==> config.mk <==
export PLATFORM = sky130hd
export DESIGN_NAME = single_to_int
export DESIGN_NICKNAME = d
export VERILOG_FILES = /design/src/rtl/single_to_int_pkg.sv /design/src/rtl/single_to_int_shift.sv /design/src/rtl/single_to_int.sv
export SDC_FILE = /design/constraint.sdc
export NUM_CORES = 1
export LEC_CHECK = 0
export CELL_PAD_IN_SITES_DETAIL_PLACEMENT = 0
export CELL_PAD_IN_SITES_GLOBAL_PLACEMENT = 1
export CORE_AREA = 2 2 111 113
export DETAILED_ROUTE_END_ITERATION = 8
export DIE_AREA = 0 0 113 115
export GPL_TIMING_DRIVEN = 1
export PLACE_DENSITY = 0.87
export SYNTH_ARGS = -nofsm -noshare
export SYNTH_HDL_FRONTEND = slang
export SYNTH_SLANG_ARGS = --single-unit
==> constraint.sdc <==
create_clock -name clk -period 2.46 [get_ports clk]
set_clock_uncertainty 0.2 [all_clocks]
set_input_delay 0.492 -clock clk [delete_from_list [all_inputs] [get_ports clk]]
set_output_delay 0.492 -clock clk [all_outputs]
set_load 0.005 [all_outputs]
==> src/rtl/single_to_int_pkg.sv <==
// rtl/single_to_int_pkg.sv - constants, pipeline records and unpack helper for single_to_int
// Optional build macro SINGLE_TO_INT_SATURATE_EN selects saturating out-of-range results.
package single_to_int_pkg;

   localparam logic [7:0]  EXP_BIAS    = 8'd127;
   localparam logic [7:0]  EXP_MAX_INT = 8'd158;
   localparam logic [7:0]  EXP_SPECIAL = 8'd255;
   localparam logic [31:0] INT_MIN     = 32'h8000_0000;
   localparam logic [31:0] INT_MAX     = 32'h7FFF_FFFF;

   localparam int SIGN_BIT = 31;
   localparam int EXP_MSB  = 30;
   localparam int EXP_LSB  = 23;
   localparam int MANT_MSB = 22;

`ifdef SINGLE_TO_INT_SATURATE_EN
   localparam logic SAT_EN = 1'b1;
`else
   localparam logic SAT_EN = 1'b0;
`endif

   typedef struct packed {
      logic        sign;
      logic [7:0]  exp;
      logic [23:0] mant;
      logic        is_zero;
      logic        is_small;
      logic        is_big;
      logic        is_nan_inf;
      logic        is_nan;
   } unpack_t;

   typedef struct packed {
      logic        sign;
      logic [31:0] mag;
      logic        zero_out;
      logic        special;
   } conv_t;

   function automatic unpack_t unpack(input logic [31:0] x);
      unpack_t u;
      u.sign       = x[SIGN_BIT];
      u.exp        = x[EXP_MSB:EXP_LSB];
      u.mant       = {1'b1, x[MANT_MSB:0]};
      u.is_zero    = (u.exp == 8'd0);
      u.is_small   = (u.exp < EXP_BIAS);
      u.is_big     = (u.exp >= EXP_MAX_INT);
      u.is_nan_inf = (u.exp == EXP_SPECIAL);
      u.is_nan     = u.is_nan_inf && (x[MANT_MSB:0] != 23'd0);
      return u;
   endfunction

endpackage

==> src/rtl/single_to_int_shift.sv <==
// rtl/single_to_int_shift.sv - combinational 32-bit 5-level logarithmic right barrel shifter
module single_to_int_shift
   import single_to_int_pkg::*;
(
   input  logic [31:0] din,
   input  logic [4:0]  shamt,
   output logic [31:0] dout
);

   logic [31:0] lvl0, lvl1, lvl2, lvl3;

   assign lvl0 = shamt[0] ? (din  >> 1)  : din;
   assign lvl1 = shamt[1] ? (lvl0 >> 2)  : lvl0;
   assign lvl2 = shamt[2] ? (lvl1 >> 4)  : lvl1;
   assign lvl3 = shamt[3] ? (lvl2 >> 8)  : lvl2;
   assign dout = shamt[4] ? (lvl3 >> 16) : lvl3;

endmodule

==> src/rtl/single_to_int.sv <==
// rtl/single_to_int.sv - IEEE-754 single to int32, truncating, 2-cycle pipelined converter
// SINGLE_TO_INT_SATURATE_EN: clamp to INT_MAX/INT_MIN and map NaN to 0 instead of INT_MIN.
module single_to_int
   import single_to_int_pkg::*;
(
   input  logic        clk,
   input  logic        rst,
   input  logic [31:0] a,
   output logic [31:0] z
);

   unpack_t     s1_d, s1_q;
   conv_t       s2_d, s2_q;
   logic [31:0] z_d, z_q;
   logic [4:0]  shamt;
   logic [31:0] shifted;

   // Only exponents 127..157 reach the shifter result, giving shift amounts 1..31.
   assign shamt = 5'(EXP_MAX_INT - s1_q.exp);

   single_to_int_shift u_shift (
      .din   ({s1_q.mant, 8'b0}),
      .shamt (shamt),
      .dout  (shifted)
   );

   always_comb begin
      s1_d = unpack(a);
   end

   always_comb begin
      s2_d          = '0;
      s2_d.sign     = s1_q.sign;
      s2_d.mag      = shifted;
      s2_d.zero_out = s1_q.is_zero | s1_q.is_small | (SAT_EN & s1_q.is_nan);
      s2_d.special  = s1_q.is_big | s1_q.is_nan_inf;
   end

   always_comb begin
      z_d = '0;
      if (s2_q.zero_out) begin
         z_d = '0;
      end else if (s2_q.special) begin
         z_d = (SAT_EN && !s2_q.sign) ? INT_MAX : INT_MIN;
      end else begin
         z_d = s2_q.sign ? (-s2_q.mag) : s2_q.mag;
      end
   end

   always_ff @(posedge clk) begin
      if (rst) begin
         s1_q <= '0;
         s2_q <= '0;
         z_q  <= '0;
      end else begin
         s1_q <= s1_d;
         s2_q <= s2_d;
         z_q  <= z_d;
      end
   end

   assign z = z_q;

endmodule

==> impl_metrics.env <==
export IMPL_r2r_setup_slack_ns=0.08
export IMPL_clock_path_buffers=2
export IMPL_post_cts_resized=1
export IMPL_synth_compound_area_frac=0.121
export IMPL_grt_ovfl_total=0
export IMPL_dieWidth_um=113
export IMPL_cts_max_level=3
export IMPL_core_mm2=0.0118
export IMPL_fin_nets=626
export IMPL_place_area_mm2=0.00592
export IMPL_synth_edf_count=0
export IMPL_final_common_cell="dfxtp_1"
export IMPL_root_buffer="clkbuf_16"
export IMPL_final_cell_mix="101 x dfxtp_1, 65 x clkdlybuf4s50_1, 64 x nor2_1"
export IMPL_die_area_mm2=0.0130
export IMPL_drt_iter0_drc=249
export IMPL_worst_pin_slew_ns=0.564
export IMPL_io_buffers=65
export IMPL_cts_buffers=9
export IMPL_syn_avg_cell_area_um2=9.59
export IMPL_clock_latency_ns=0.34
export IMPL_cts_sinks=101
export IMPL_synth_seq_cells=101
export IMPL_netlist_area_leader_share=0.408
export IMPL_cts_setup_buffers=0
export IMPL_fmax_mhz=420
export IMPL_syn_area_mm2=0.00496
export IMPL_num_antenna_cells=0
export IMPL_cts_tree="done"
export IMPL_async_flop_share=0
export IMPL_wl_per_cell_um=15.6
export IMPL_endpoint_kind="flip-flop"
export IMPL_initial_core_util=0.420
export IMPL_first_pass_iters=7
export IMPL_maxCapViolCount=0
export IMPL_multi_input_area_mm2=0.00280
export IMPL_setup_ws_ns=0.0763
export IMPL_gp_congestion=0.922
export IMPL_failed_checks="DRC"
export IMPL_wl_mm=11.6
export IMPL_finalCritPeriodShare=0.969
export IMPL_grt_pass1_wl_mm=19.4
export IMPL_vias_per_cell=5.39
export IMPL_grt_max_degree=37
export IMPL_synth_mux_area_fraction=0.159
export IMPL_holdCritPathClass="reg -> reg"
export IMPL_timing_critical_path_from_type="flip-flop"
export IMPL_finalHoldViolations=0
export IMPL_syn_inst=517
export IMPL_ys_warn_count=0
export IMPL_utilization=0.528
export IMPL_grt_antenna_before_repair=0
export IMPL_final_setup_viol_count=0
export IMPL_dp_slack_ns=0.00602
export IMPL_synth_top_family_by_area="simple AND/OR/NAND/NOR gates"
export IMPL_rsz0062_at_grt="yes"
export IMPL_num_rows=40
export IMPL_yosys_area_share_simple=0.211
export IMPL_holdWs_ns=0.239
export IMPL_synth_fa_ha_area_frac=0.00505
export IMPL_grt_pass1_vias=3881
export IMPL_hold_buffers=0
export IMPL_via_count=3996
export IMPL_die_y_um=115
export IMPL_worst_path_max_fanout=28
export IMPL_synth_xor_area_share=0.0616
export IMPL_tns_ns=0
export IMPL_worstPathRequired_ns=2.48
export IMPL_slew_violations=0
export IMPL_clk_pin_slew_ns=0.07
export IMPL_seq_area_mm2=0.00202
export IMPL_status="complete, but fails checks"
export IMPL_synth_cell_types=56
export IMPL_syn_to_final_growth_pct=25.8
export IMPL_hpwlAfterDp_mm=8.76
export IMPL_ioPinCount=66
export IMPL_crit_arrival_ns=2.40
export IMPL_worstSetupPathType="reg -> reg"
export IMPL_design_area_mm2=0.00623
export IMPL_leakage_nw=2.36
export IMPL_yosysSeqAreaShare=0.408
export IMPL_ys_top_cells_by_area="dfxtp_1 41%, mux4_2 6.8%, mux2i_1 5.9%, xor2_1 5.3%, nor2_1 4.8%"
export IMPL_synth_top_area_cell="dfxtp_1"
export IMPL_grt_usage=0.188
export IMPL_slew_headroom=0.620
export IMPL_syn_num_nets=553
export IMPL_synth_flop_cell="dfxtp_1"
export IMPL_p_per_area_mw_per_mm2=638
export IMPL_drcViolationCount=6
export IMPL_peakVddDrop_v=0.000269
export IMPL_nFillCells=1102
export IMPL_drive_above_1_share=0.162
export IMPL_antenna_left=0
export IMPL_period_needed_ns=2.38
==> synth_stat cells (10+ instances only) <==
library cell,instances
buf_2,10
clkbuf_1,17
nand2_1,40
nor3_1,14
nor2b_1,32
mux2i_1,29
o31ai_1,10
mux2_2,14
mux4_2,15
nor2_1,64
xor2_1,30
o21ai_0,15
nand3_1,11
a21oi_1,14
dfxtp_1,101
==> final timing paths <==
check,startpoint,endpoint,cells past startpoint
hold reg to reg,s1_q[37],s2_q[34],1
setup / recovery,s1_q[29],s2_q[6],8
setup reg to reg,s1_q[29],s2_q[6],8
hold / removal,s1_q[37],s2_q[34],1
==> worst max-delay path: stages, from the launching register on <==
cell	delay (ns)
dfxtp_1	0.32
ha_1	0.33
buf_12	0.20
buf_4	0.18
mux4_2	0.33
mux2i_2	0.24
nor2_1	0.08
a311oi_2	0.27
a211oi_1	0.10
==> sequential cells by signal (all words and copies together) (netlist names) <==
register / flops
s2_q: 35
z: 32
s1_q: 34
==> layout make-up <==
class,instances,share of cell area
clock buffer,11,0.0373
clock inverter,4,0.00783
inverter,7,0.00421
multi-input combinational,376,0.450
sequential,101,0.324
tap,147,0.0295
timing repair buffer,95,0.147
==> cells by family (layout without fill, tap and decap cells) <==
family | count (synthesis) | after routing
simple gates | 203 | 203
flops | 101 | 101
compound gates | 79 | 79
mux | 58 | 58
buf+inv | 40 | 117
xor+xnor | 34 | 34
fa+ha+maj | 2 | 2
==> routing by layer <==
metal  up-vias  GRT usage  part of all wire
met3        24     0.0248             0.039
met5         -          0                 0
li1       1992          -                 -
met4         0     0.0911             0.033
met1      1865      0.242              0.46
met2       115      0.313              0.47
==> stage by stage <==
| stage | power (mW) | cells |
|---|---|---|
| finish | 3.98 | 741 |
| floorplan | 2.33 | 517 |
| detailed placement | 2.63 | 726 |
| CTS | 4.00 | 741 |
| global placement | 2.62 | 726 |
| global route | 4.17 | 741 |
==> power breakdown <==
group | internal [mW] | switching (mW)
registers | 1.72 | 0.0600
logic | 0.395 | 0.440
clock network | 0.784 | 0.581
total | 2.89 | 1.08
Note: power is estimated with default switching activity, not from simulation.
